$ cat src/rtl/sprite_pkg.sv
// Shared types and constants for the sprite row blitter.
// Optional build macro used by the blitter: SPRITE_TRANSPARENCY_EN.
package sprite_pkg;

  typedef enum logic [1:0] {
    ST_IDLE  = 2'd0,
    ST_FETCH = 2'd1,
    ST_WRITE = 2'd2,
    ST_DONE  = 2'd3
  } state_t;

  localparam int PIX_W           = 4;
  localparam int SHEET_W         = 512;
  localparam int SHEET_XW        = $clog2(SHEET_W);
  localparam int TRANSPARENT_IDX = 0;
  localparam int PIX_PER_WORD    = 4;

endpackage

$ cat src/rtl/sprite_row_blitter_pixel_merge.sv
// Combinational merge of four freshly fetched pixels over an old line-buffer word.
// With TRANSP_EN set, pixels equal to the transparent index keep the old nibble.
module pixel_merge #(
  parameter int PIX_W     = sprite_pkg::PIX_W,
  parameter bit TRANSP_EN = 1'b0
) (
  input  logic [4*PIX_W-1:0] new_pixels,
  input  logic [4*PIX_W-1:0] old_word,
  output logic [4*PIX_W-1:0] merged
);
  import sprite_pkg::*;

  always_comb begin
    merged = new_pixels;
    for (int i = 0; i < PIX_PER_WORD; i++) begin
      if (TRANSP_EN && (new_pixels[i*PIX_W +: PIX_W] == PIX_W'(TRANSPARENT_IDX))) begin
        merged[i*PIX_W +: PIX_W] = old_word[i*PIX_W +: PIX_W];
      end
    end
  end

endmodule

$ cat src/rtl/sprite_row_blitter.sv
// Copies one sprite row from a spritesheet ROM into a packed line buffer, 5 cycles per word.
// Define SPRITE_TRANSPARENCY_EN to read-modify-write so pixel value 0 leaves the buffer untouched.
module sprite_row_blitter #(
  parameter int PIX_W    = sprite_pkg::PIX_W,
  parameter int SPRITE_W = 16,
  parameter int SHEET_AW = 18,
  parameter int ROW_AW   = 8
) (
  input  logic                  Clk,
  input  logic                  Reset_n,
  input  logic                  req_valid,
  output logic                  req_ready,
  input  logic [8:0]            req_sheet_x,
  input  logic [8:0]            req_sheet_y,
  input  logic [ROW_AW-1:0]     req_word_x,
  output logic [SHEET_AW-1:0]   sheet_addr,
  input  logic [PIX_W-1:0]      sheet_data,
  output logic [ROW_AW-1:0]     row_rd_addr,
  input  logic [4*PIX_W-1:0]    row_rd_data,
  output logic                  row_we,
  output logic [ROW_AW-1:0]     row_wr_addr,
  output logic [4*PIX_W-1:0]    row_wr_data,
  output logic                  busy,
  output logic                  done,
  output sprite_pkg::state_t    fsm_state
);
  import sprite_pkg::*;

  localparam int WORDS = SPRITE_W / PIX_PER_WORD;
  localparam int WW    = (WORDS > 1) ? $clog2(WORDS) : 1;
  localparam logic [WW-1:0] LAST_W = WW'(WORDS - 1);

`ifdef SPRITE_TRANSPARENCY_EN
  localparam bit TRANSP_EN = 1'b1;
`else
  localparam bit TRANSP_EN = 1'b0;
`endif

  // Handshake: a request transfers on a rising edge where req_valid && req_ready;
  // req_ready is high only in IDLE, so requests arriving while busy simply wait.
  state_t                state_q, state_d;
  logic [WW-1:0]         w_q, w_d;
  logic [1:0]            k_q, k_d;
  logic [8:0]            x_q, y_q;
  logic [ROW_AW-1:0]     word_x_q;
  logic [3*PIX_W-1:0]    pix_q;
  logic [4*PIX_W-1:0]    new_word;
  logic [4*PIX_W-1:0]    merged_word;
  logic [8:0]            x_cur;

  always_ff @(posedge Clk or negedge Reset_n) begin
    if (!Reset_n) begin
      state_q  <= ST_IDLE;
      w_q      <= '0;
      k_q      <= '0;
      x_q      <= '0;
      y_q      <= '0;
      word_x_q <= '0;
      pix_q    <= '0;
    end else begin
      state_q <= state_d;
      w_q     <= w_d;
      k_q     <= k_d;
      if (req_valid && req_ready) begin
        x_q      <= req_sheet_x;
        y_q      <= req_sheet_y;
        word_x_q <= req_word_x;
      end
      // ROM data lags the address by one cycle, so pixel k-1 lands while k is addressed.
      if (state_q == ST_FETCH) begin
        case (k_q)
          2'd1:    pix_q[PIX_W-1:0]         <= sheet_data;
          2'd2:    pix_q[2*PIX_W-1:PIX_W]   <= sheet_data;
          2'd3:    pix_q[3*PIX_W-1:2*PIX_W] <= sheet_data;
          default: pix_q                    <= pix_q;
        endcase
      end
    end
  end

  assign x_cur    = x_q + 9'({w_q, k_q});
  assign new_word = {sheet_data, pix_q};

  always_comb begin
    state_d     = state_q;
    w_d         = w_q;
    k_d         = k_q;
    req_ready   = 1'b0;
    busy        = 1'b1;
    done        = 1'b0;
    row_we      = 1'b0;
    sheet_addr  = '0;
    row_wr_addr = '0;
    row_wr_data = '0;
    case (state_q)
      ST_IDLE: begin
        req_ready = 1'b1;
        busy      = 1'b0;
        if (req_valid) begin
          state_d = ST_FETCH;
          w_d     = '0;
          k_d     = '0;
        end
      end
      ST_FETCH: begin
        sheet_addr = SHEET_AW'({y_q, x_cur});
        k_d        = k_q + 2'd1;
        if (k_q == 2'd3) state_d = ST_WRITE;
      end
      ST_WRITE: begin
        row_we      = 1'b1;
        row_wr_addr = word_x_q + ROW_AW'(w_q);
        row_wr_data = merged_word;
        k_d         = '0;
        if (w_q == LAST_W) begin
          state_d = ST_DONE;
        end else begin
          w_d     = w_q + 1'b1;
          state_d = ST_FETCH;
        end
      end
      ST_DONE: begin
        done    = 1'b1;
        w_d     = '0;
        state_d = ST_IDLE;
      end
      default: state_d = ST_IDLE;
    endcase
  end

`ifdef SPRITE_TRANSPARENCY_EN
  // Held through FETCH so the old word is valid in the WRITE cycle.
  assign row_rd_addr = (state_q == ST_FETCH) ? (word_x_q + ROW_AW'(w_q)) : '0;
`else
  assign row_rd_addr = '0;
`endif

  pixel_merge #(
    .PIX_W     (PIX_W),
    .TRANSP_EN (TRANSP_EN)
  ) u_pixel_merge (
    .new_pixels (new_word),
    .old_word   (row_rd_data),
    .merged     (merged_word)
  );

  assign fsm_state = state_q;

endmodule

$ cat config.mk
export PLATFORM = sky130hd
export DESIGN_NAME = sprite_row_blitter
export DESIGN_NICKNAME = d
export VERILOG_FILES = /design/src/rtl/sprite_pkg.sv /design/src/rtl/sprite_row_blitter_pixel_merge.sv /design/src/rtl/sprite_row_blitter.sv
export SDC_FILE = /design/constraint.sdc
export NUM_CORES = 1
export LEC_CHECK = 0
export BUFFER_PORTS_ARGS = -buffer_cell sky130_fd_sc_hd__buf_2
export CAP_MARGIN = 40
export CORE_ASPECT_RATIO = 1.25
export CORE_MARGIN = 10
export CORE_UTILIZATION = 40
export CTS_BUF_LIST = sky130_fd_sc_hd__clkbuf_4
export DETAILED_ROUTE_END_ITERATION = 10
export PLACE_DENSITY = 0.68
export SYNTH_ARGS = -nofsm -noshare
export SYNTH_HDL_FRONTEND = slang
export SYNTH_HIERARCHICAL = 1
export SYNTH_SLANG_ARGS = --single-unit
$ cat constraint.sdc
create_clock -name Clk -period 3.55 [get_ports Clk]
set_input_delay 0.355 -clock Clk [delete_from_list [all_inputs] [get_ports Clk]]
set_output_delay 0.355 -clock Clk [all_outputs]
set_load 0.05 [all_outputs]
# Word level (Yosys, flattened, before mapping)
# Index checks and enable logic that the tools add are counted.
[word_totals] reg_bits=44 in_bits=49 out_inout_bits=56 word_cells=48
[classes] addsub=4 eq_ne=10 mux=15 n_reduce_logical=10
[op_table] cell="$mux 18" count=1
[op_table] cell="$mux 16" count=1
[op_table] cell="$pmux 2 s3" count=2
[op_table] cell="$eq 2x2->1 const B" count=5
[op_table] cell="$mux 2" count=5
[op_table] cell="$reduce_and 2->1" count=5
[op_table] cell="$add 9x4->9" count=1
[op_table] cell="$add 8x2->8" count=1
[op_table] cell="$mux 8" count=1
[op_table] cell="$pmux 2 s4" count=1
[op_table] cell="$reduce_bool 3->1" count=2
[op_table] cell="$add 2x1->2 const B" count=2
[op_table] cell="$eq 2x1->1 const B" count=2
[op_table] cell="$mux 1" count=4
[op_table] cell="$ne 2x2->1 const B" count=2
[op_table] cell="$reduce_and 3->1" count=1
[op_table] cell="$logic_not 2->1" count=1
[op_table] cell="$ne 2x1->1 const B" count=1
[op_table] cell="$logic_and 1x1->1" count=1

# Logic depth before layout (Yosys ltp)
# Gate-level depths: netlist (run 1).
[depth] depth_word=3 depth_mapped=7 mapped_depth_nobuf=7

# By module
# The synthesis (run 1) kept the hierarchy.
[modules_own_cells] mod="sprite_row_blitter" n_inst=1 cells_each=230 area_per_inst_um2=2558.7 seq_area_each_um2=1101.1
[modules_own_cells] mod="pixel_merge" n_inst=1 cells_each=16 area_per_inst_um2=120.1 seq_area_each_um2=0.0

# Least setup slack after synthesis (run 1)
# No wires, ideal clock.
[synth_path] path_type="reg-to-output" start="register k_q[1]" end="output sheet_addr[5]" t_arrival_ps=2450 path_slack_ps=745 stages_incl_launch_ff=6 path_cell_list="dfrtp_1 -> ha_1 -> a211o_1 -> a21oi_1 -> nor3_1 -> nor3b_1"
[synth_between] elab_chain_len=2
[synth_rtl] item="start, declared" line_no="sprite_row_blitter.sv:43" text="logic [1:0] k_q, k_d;"
[synth_rtl] item="start signal, assigned" line_no="sprite_row_blitter.sv:63" text="k_q <= k_d;"
[synth_rtl] item="$add 9x4->9" line_no="sprite_row_blitter.sv:81" text="assign x_cur = x_q + 9'({w_q, k_q});"
[synth_rtl] item="$mux 18" line_no="sprite_row_blitter.sv:95" text="case (state_q)"
[synth_rtl] item="end, declared" line_no="sprite_row_blitter.sv:16" text="output logic [SHEET_AW-1:0] sheet_addr,"
# Every way passes these cells.

# Final worst setup path (run 1)
[layout_path] start="register k_q[0]" end="output sheet_addr[8]"
# Same word-level chain as after synthesis.

==> results of run 1 <==
-- power breakdown --
part / switching (mW) / internal [mW]
sequential: 0.179 / 0.749
clock: 0.156 / 0.0809
combinational: 1.25 / 0.680
-- worst max-delay path, cell delays in order (launching register included) --
cell       delay [ns]
dfrtp_1          0.46
ha_1             0.24
inv_1            0.07
fa_1             0.38
nand2b_1         0.22
a2111oi_1        0.42
xnor2_1          0.11
nor2_1           0.09
buf_2            0.28
-- logic make-up after synthesis --
kind of cell	share of synthesized area (%)
AND/OR/NAND/NOR	14.9
flip-flops	41.1
buffers and inverters	11.2
multiplexers	17.5
AO/OA/AOI/OAI	5.51
adder cells (fa/ha/maj)	6.17
XOR/XNOR	3.60
other	0.140
-- registers in the layout, summed over array words and instances, names as in the netlist --
signal and count:
pix_q 12, x_q 9, y_q 9, word_x_q 8, fsm_state 2, k_q 2, w_q 2
-- final cells by class --
cell class | instances | area share (%)
Clock buffer | 6 | 1.48
Clock inverter | 1 | 0.164
Inverter | 11 | 1.36
Multi-Input combinational cell | 167 | 42.9
Sequential cell | 44 | 36.2
Tap cell | 87 | 3.58
Timing Repair Buffer | 83 | 14.4
-- per-layer routing --
metal | GRT usage (%) | part of all wire (%)
met1 | 12.9 | 41
met2 | 18.6 | 48
met3 | 5.11 | 9.5
met4 | 3.71 | 1.3
met5 | 0 | 0
-- worst max-delay path by stage --
stage / endpoint / slack [ns]
2_1_floorplan: sheet_addr[5] / 0.74
3_3_place_gp: sheet_addr[8] / 0.97
3_5_place_dp: sheet_addr[8] / 0.98
4_1_cts: sheet_addr[8] / 0.54
5_1_grt: sheet_addr[8] / 0.33
6_report: sheet_addr[8] / 0.58
-- synthesized netlist by cell type --
master	count
dfrtp_1	44
and2_1	29
buf_4	24
mux2_4	20
nor2_1	18
nand2_1	17
mux2_2	14
ha_1	10
inv_1	10
o21ai_0	10
a21oi_1	8
xor2_1	7
xnor2_1	4
clkbuf_1	3
nand3_1	3
buf_12	2
fa_1	2
nand2b_1	2
a2111oi_1	1
a2111oi_2	1
a211o_1	1
a21o_1	1
and2_4	1
and4_1	1
buf_6	1
buf_8	1
conb_1	1
inv_2	1
mux2i_1	1
nand4_1	1
nor2_2	1
nor3_1	1
nor3b_1	1
o21a_1	1
o31a_1	1
or2_4	1
or3_1	1
-- stage by stage --
stage / area, um^2 / utilization [%] / power, mW / std cells / hold WS [ns]
2_1_floorplan: 2710 / - / 2.61 / 253 / 0.0594
3_3_place_gp: 2960 / 45.3 / 2.86 / 389 / 0.480
3_5_place_dp: 2980 / 45.7 / 2.90 / 391 / 0.353
4_1_cts: 3040 / 46.7 / 3.15 / 399 / 0.177
5_1_grt: 3040 / 46.7 / 3.34 / 399 / 0.192
6_report: 3040 / 46.7 / 3.10 / 399 / 0.190
==> reports/qor.yml, run 1 <==
cells_and_area:
  area_growth_pct: 13.6
  final_nets: 373
  final_cell_mix: "80 x buf_2, 44 x dfrtp_1, 29 x and2_1"
  drive_gt1_share_pct: 41.0
  seq_area_mm2: 0.00110
  fill_cells: 643
  final_common_cell: "buf_2"
  num_antenna_cells: 0
  multiInputGateArea_mm2: 0.00131
power_and_ir_drop:
  static-leakage-power_nw: 1.57
  irDropWorstVdd_uv: 478
  p_per_area_mw_per_mm2: 1020
sta:
  relSlewSlack_pct: 66.0
  fmax_mhz: 337
  rsz0062_at_grt: "false"
  worst_slew_pin_slew_ns: 0.510
  final_max_slew_viol_count: 0
  finalCriticalPeriod_ns: 2.97
  skew_ns: 0.00814
  hold_viol: 0
  setup_viol: 0
  fin_setup_tns_ns: 0
  fin_ws_ns: 0.579
  post-route-period-util_pct: 83.7
route:
  drt_first_pass_iters: 4
  drc: 0
  drt_wl_total_um: 5740
  antenna_left: 0
  drt_iter0_markers: 53
  vias: 1835
  wl_per_cell_um: 14.4
  viasPerCell: 4.60
min_path:
  hold_end: "x_q[5]"
  min-delay-start: "req_sheet_x[5]"
  hold_path.class: "input pin to flip-flop"
  hold_depth: 3
outcome:
  status: "complete, no violations"
flow_run:
  cap_viol_max_count: 0
clock_tree:
  clock_path_buffers: 2
  cts_root_buffer: "clkbuf_4"
  ctsResizeCount: 0
  path_clk_slew_ns: 0.13
  cts_buffers: 5
  hold_buffers: 1
  worstSkewPairLatency_ns: 0.35
  cts_tree: "built"
  clock-sinks: 44
  postCtsSetupRepairBufs: 0
  cts_max_level: 2
place:
  io_buffers: 80
  dpl_worst_slack_ns: 0.976
  place.gp.congestion: 0.771
  dp_hpwl_um: 4510
setup_path:
  path_class: "flip-flop to primary output"
  r2r_start: "fsm_state[1]"
  worstPathMaxFanout: 6
  timing.rr.end: "word_x_q[5]"
  r2r_slack_ns: 1.73
  end_kind: "primary output"
  cp_data_arrival_time_ns: 2.62
  start_kind: "flip-flop"
  crit_start: "k_q[0]"
  cp.required_ns: 3.19
  r2r_cells: 4
synthesis:
  syn_avg_cell_area_um2: 10.9
  ys_seq_area_share_pct: 41.1
  synth_top_area_cell: "dfrtp_1"
  synth_area_leaders: "dfrtp_1 41%, mux2_4 11%, and2_1 6.8%, buf_4 6.7%, mux2_2 5.9%"
  ys_seq_elements: 44
  syn_inst: 246
  yosysWarningCount: 6
  synthesis.area_mm2: 0.00268
  netlist.area_leader.share_pct: 41.1
  synth_cell_types: 37
die:
  die_area_mm2: 0.0104
  start_util_pct: 41.1
  core_area_mm2: 0.00652
  die_y_um: 111
  fp.dieW_um: 93.2
  rows: 33
  ios: 105
global_routing:
  grt_overflow_total: 0
  grt_usage_pct: 11.4
  grt_max_degree: 31
  antenna_found_initial: 0
  first_global_vias: 1927
  grt_first_pass_wirelength_um: 9710
No activity file was read; power rests on OpenSTA's default activity.
==> inputs of run 2 (changes only) <==
ABC_AREA = 1   (was unset)
PLACE_DENSITY = 0.7   (was 0.68)
clock period = 2.5 ns   (was 3.55 ns; I/O delays follow)
==> run 2 against run 1 <==
Compared with the run above: global-route usage up 0.46 points; via count up 18%; combinational power up 49%; register-to-register slack worse by 0.76 ns; die area down 0.79%; synthesized cell count up 31%; worst hold slack worse by 0.069 ns; flip-flop and latch count unchanged.
==> reports/qor.yml, run 2 <==
outcome:
  status: "complete, no violations"
die:
  rows: 33
  fp.dieW_um: 92.8
  die_area_mm2: 0.0103
  start_util_pct: 40.7
  core_area_mm2: 0.00652
  ios: 105
  die_y_um: 111
global_routing:
  grtUsageMet2_pct: 20.0
  grt_overflow_total: 0
  first_global_vias: 2219
  grt_usage_pct: 11.9
  met1_usage_pct: 13.4
  grt_max_degree: 41
  grt_first_pass_wirelength_um: 10300
  gr-max-usage-layer: "met2"
  antenna_found_initial: 0
  met3_usage_pct: 4.13
setup_path:
  start_kind: "flip-flop"
  end_kind: "primary output"
  r2r_slack_ns: 0.97
  timing.rr.end: "word_x_q[6]"
  endpoint: "row_wr_addr[6]"
  r2r_start: "fsm_state[0]"
  crit_start: "w_q[0]"
  cp.required_ns: 2.25
  cp_data_arrival_time_ns: 2.10
  path_class: "flip-flop to primary output"
  r2r_cells: 3
  worstPathMaxFanout: 4
sta:
  post-route-period-util_pct: 93.8
  hold_viol: 0
  relSlewSlack_pct: 64.8
  setup_viol: 0
  fin_setup_tns_ns: 0
  final_max_slew_viol_count: 0
  hold_ws_ns: 0.121
  skew_ns: 0.00744
  fmax_mhz: 426
  fin_ws_ns: 0.154
  finalCriticalPeriod_ns: 2.35
  worst_slew_pin_slew_ns: 0.528
synthesis:
  synth_area_leaders: "dfrtp_1 42%, nor2_1 8.2%, inv_1 7.1%, buf_4 6.8%, mux2_4 6.2%"
  synth_mux_area_share_pct: 6.65
  synth_flop_cell: "dfrtp_1"
  yosysWarningCount: 6
  synth-simple-area-share_pct: 19.0
  synth.most_common_cell: "nor2_1"
  synth_commonest_cells: "58 x nor2_1, 50 x inv_1, 44 x dfrtp_1, 40 x nand2_1, 24 x buf_4"
  syn_inst: 323
  synth-edff-count: 0
  ys_seq_elements: 44
  synth_cell_types: 25
  netlist.area_leader.share_pct: 41.5
  synthesis.area_mm2: 0.00265
  synth_top_area_cell: "dfrtp_1"
  async_reset_ff_share_pct: 100
  synthAdderAreaFrac_pct: 6.23
  synth_top_family_by_area: "simple AND/OR/NAND/NOR gates"
  synth_xor_area_share_pct: 0.330
  ys_seq_area_share_pct: 41.5
  syn_avg_cell_area_um2: 8.21
  synth_compound_area_share_pct: 9.95
cells_and_area:
  num_antenna_cells: 0
  final_area_mm2: 0.00311
  area_growth_pct: 17.2
  final_common_cell: "buf_2"
  largest_reg_flops: 12
  fin_util_pct: 47.7
  top_register: "pix_q"
  top_regs: "pix_q (12), x_q (9), y_q (9)"
  finalNonFillerCells: 479
  final_cell_mix: "76 x buf_2, 58 x nor2_1, 50 x inv_1"
  drive_gt1_share_pct: 30.9
  final_nets: 452
place:
  io_buffers: 80
  place.gp.congestion: 0.749
  dp_hpwl_um: 4760
  postPlaceCellArea_mm2: 0.00299
  dpl_worst_slack_ns: 0.368
  place_inst: 468
power_and_ir_drop:
  fin_total_pwr_mw: 4.62
  irDropWorstVdd_uv: 1050
  p_per_area_mw_per_mm2: 1490
  static-leakage-power_nw: 1.80
clock_tree:
  clock_path_buffers: 2
  path_clk_slew_ns: 0.13
  cts_tree: "built"
  worstSkewPairLatency_ns: 0.35
  cts_max_level: 2
  clock-sinks: 44
  cts_buffers: 5
  cts_root_buffer: "clkbuf_4"
route:
  vias: 2165
  viasPerCell: 4.52
  drt_wl_total_um: 5960
  drc: 0
  antenna_left: 0
  drt_first_pass_iters: 4
  drt_iter0_markers: 52
  wl_per_cell_um: 12.5
min_path:
  hold_path.class: "input pin to flip-flop"
flow_run:
  cap_viol_max_count: 0
-- run 2: worst max-delay path, cell delays in order, from the launching register on --
cell and delay [ns]:
dfrtp_1 0.44, ha_1 0.24, fa_1 0.41, nand2_1 0.13, nor3_1 0.08, nor3_1 0.18, clkbuf_4 0.26
-- run 2: timing repair --
action | in CTS | in global routing
resized for setup | 1 | 7
pin swaps | 0 | 1
setup endpoints to repair | 1 | 4
endpoints found under the hold margin | 19 | 0
hold buffers | 1 | 0
setup buffers | 0 | 2
-- run 2: how the worst min path moves through the flow --
stage,start,to,slack (ns),cells past startpoint
4_1_cts,req_word_x[1],word_x_q[1],0.10,2
6_report,req_sheet_x[6],x_q[6],0.12,2
3_3_place_gp,Reset_n,y_q[4],0.47,1
2_1_floorplan,Reset_n,fsm_state[0],-0.05,0
3_5_place_dp,Reset_n,y_q[4],0.24,1
5_1_grt,req_word_x[1],word_x_q[1],0.08,2
-- run 2: logic make-up (layout without fill, tap and decap cells) --
kind of cell	count (synthesis)	in the layout
XOR/XNOR	1	1
flip-flops	44	44
adder cells (fa/ha/maj)	12	12
multiplexers	12	12
AND/OR/NAND/NOR	121	121
buffers and inverters	83	145
AO/OA/AOI/OAI	49	49
other	1	8
-- run 2: where the power goes --
part	internal, mW	switching (mW)
logic	0.839	2.04
clock network	0.221	0.234
registers	1.05	0.242
-- run 2: per-layer routing --
metal	wire, um	part of all wire (%)
met5	0	0
met4	66	1.1
met3	453	7.6
met1	2470	41
met2	2970	50
-- run 2: layout make-up --
type                            count  area [um^2]
Clock inverter                      2         35.0
Clock buffer                        6         45.0
Multi-Input combinational cell    203         1160
Inverter                           52          195
Timing Repair Buffer               85          467
Tap cell                           87          109
Fill cell                         690         3410
Sequential cell                    44         1100
==> inputs of run 3 (changes only) <==
PLACE_DENSITY = unset   (was 0.7)
PLACE_DENSITY_LB_ADDON = 0.2   (was unset)
==> run 3 against run 2 <==
Compared with the run above: count of clock-buffer cells in the layout unchanged; flip-flop and latch count is the same; critical path depth did not move; maximum frequency up 0.55%; largest power group unchanged; clock skew up 0.0016 ns; non-clock buffer count down 1; sequential share of layout area barely moved; routed wire length unchanged; combinational power about the same; first-iteration DRC count rose by 35%; global-route usage is 0.094 points lower.
==> reports/qor.yml, run 3 (synthesized netlist as in run 2, its figures left out) <==
sta:
  post-route-period-util_pct: 93.3
  relSlewSlack_pct: 61.5
  fmax_mhz: 429
  rsz0062_at_grt: "false"
  worst_slew_pin_slew_ns: 0.577
  fin_setup_tns_ns: 0
  setup_viol: 0
  hold_ws_ns: 0.112
  skew_ns: 0.00906
  finalCriticalPeriod_ns: 2.33
  final_max_slew_viol_count: 0
  hold_viol: 0
power_and_ir_drop:
  fin_total_pwr_mw: 4.61
  irDropWorstVdd_uv: 1020
  p_per_area_mw_per_mm2: 1480
  static-leakage-power_nw: 1.80
cells_and_area:
  fin_util_pct: 47.7
  top_regs: "pix_q (12), x_q (9), y_q (9)"
  fill_cells: 690
  final_area_mm2: 0.00311
  top_register: "pix_q"
  final_cell_mix: "75 x buf_2, 58 x nor2_1, 50 x inv_1"
  num_antenna_cells: 0
  final_common_cell: "buf_2"
  drive_gt1_share_pct: 30.7
  final_nets: 451
  area_growth_pct: 17.3
  largest_reg_flops: 12
route:
  vias: 2133
  drt_iter0_markers: 70
  drc: 0
  drt_wl_total_um: 5960
  antenna_left: 0
  drt_first_pass_iters: 4
  wl_per_cell_um: 12.5
  viasPerCell: 4.46
setup_path:
  crit_cells: 6
  cpPeakStageDelay_ns: 0.44
  worstPathMaxFanout: 4
  critPathMostFrequentCell: "nor3_1"
  end_kind: "primary output"
  r2r_start: "fsm_state[0]"
  crit_start: "w_q[0]"
  r2r_cells: 3
  timing.rr.end: "x_q[0]"
  path_delay_family: "adder cells"
  cp.required_ns: 2.25
  start_kind: "flip-flop"
  r2r_slack_ns: 0.94
  cp_data_arrival_time_ns: 2.08
  crit_slowest_cell: "dfrtp_1"
  path_class: "flip-flop to primary output"
  endpoint: "row_wr_addr[6]"
  path_buf_inv: 1
  worstPathCellList: "ha_1 > fa_1 > nand2_1 > nor3_1 > nor3_1 > clkbuf_4"
clock_tree:
  path_clk_slew_ns: 0.13
  cts_tree: "built"
  cts_root_buffer: "clkbuf_4"
  cts_max_level: 2
  worstSkewPairLatency_ns: 0.35
  cts_buffers: 5
  clock_path_buffers: 2
  clock-sinks: 44
place:
  io_buffers: 80
  place.gp.congestion: 0.783
  dp_hpwl_um: 4610
  postPlaceCellArea_mm2: 0.00299
die:
  rows: 33
  die_y_um: 111
  die_area_mm2: 0.0103
  core_area_mm2: 0.00652
  start_util_pct: 40.7
  fp.dieW_um: 92.8
  ios: 105
global_routing:
  first_global_vias: 2094
  antenna_found_initial: 0
  grt_usage_pct: 11.8
  grt_first_pass_wirelength_um: 10100
  grt_max_degree: 41
  grt_overflow_total: 0
flow_run:
  cap_viol_max_count: 0
outcome:
  status: "complete, no violations"
min_path:
  hold_path.class: "input pin to flip-flop"
[run 3: worst min-delay path by stage]
stage / start / endpoint / slack, ns / cells past startpoint
after floorplan: Reset_n / fsm_state[0] / -0.05 / 0
after global placement: Reset_n / word_x_q[7] / 0.47 / 1
after detailed placement: Reset_n / word_x_q[7] / 0.28 / 1
after CTS: req_word_x[2] / word_x_q[2] / 0.09 / 2
after global routing: req_sheet_x[6] / x_q[6] / 0.08 / 2
final: req_sheet_x[6] / x_q[6] / 0.11 / 2
[run 3: through the flow]
step           setup slack (ns)  cells
2_1_floorplan           0.00843    330
3_3_place_gp              0.392    467
3_5_place_dp              0.367    468
4_1_cts                0.000256    477
5_1_grt                 0.00427    478
6_report                  0.167    478
[run 3: area by class of cell]
type                       instances  area, um^2  share of cell area (%)
clock buffer                       6        45.0                    1.45
clock inverter                     2        35.0                    1.13
inverter                          52         195                    6.27
multi-input combinational        203        1160                    37.2
sequential                        44        1100                    35.4
tap                               87         109                    3.50
timing repair buffer              84         469                    15.1
[run 3: repair_timing]
item | CTS | global route
setup endpoints to repair | 1 | 5
buffers inserted | 0 | 1
hold buffers | 1 | 0
endpoints found under the hold margin | 23 | 0
resized for setup | 1 | 8
pin swaps | 0 | 1
[run 3: worst register-to-register path: cells and delay by family, from the launching register on]
family           cells  cell delay, ns
flip-flops           1            0.51
multiplexers         1            0.44
AND/OR/NAND/NOR      2            0.51
[run 3: per-layer routing]
metal,global-route usage [%],vias to the layer above,share of wire (%)
li1,-,1105,-
met1,14.2,962,44
met2,18.7,60,47
met3,4.88,6,8.2
met4,3.09,0,1.1
met5,0,-,0
[run 3: where the power goes]
part | internal (mW) | leakage [nW] | total, mW | switching (mW)
logic | 0.838 | 1.24 | 2.87 | 2.04
clock network | 0.221 | 0.0456 | 0.454 | 0.234
registers | 1.05 | 0.515 | 1.29 | 0.239
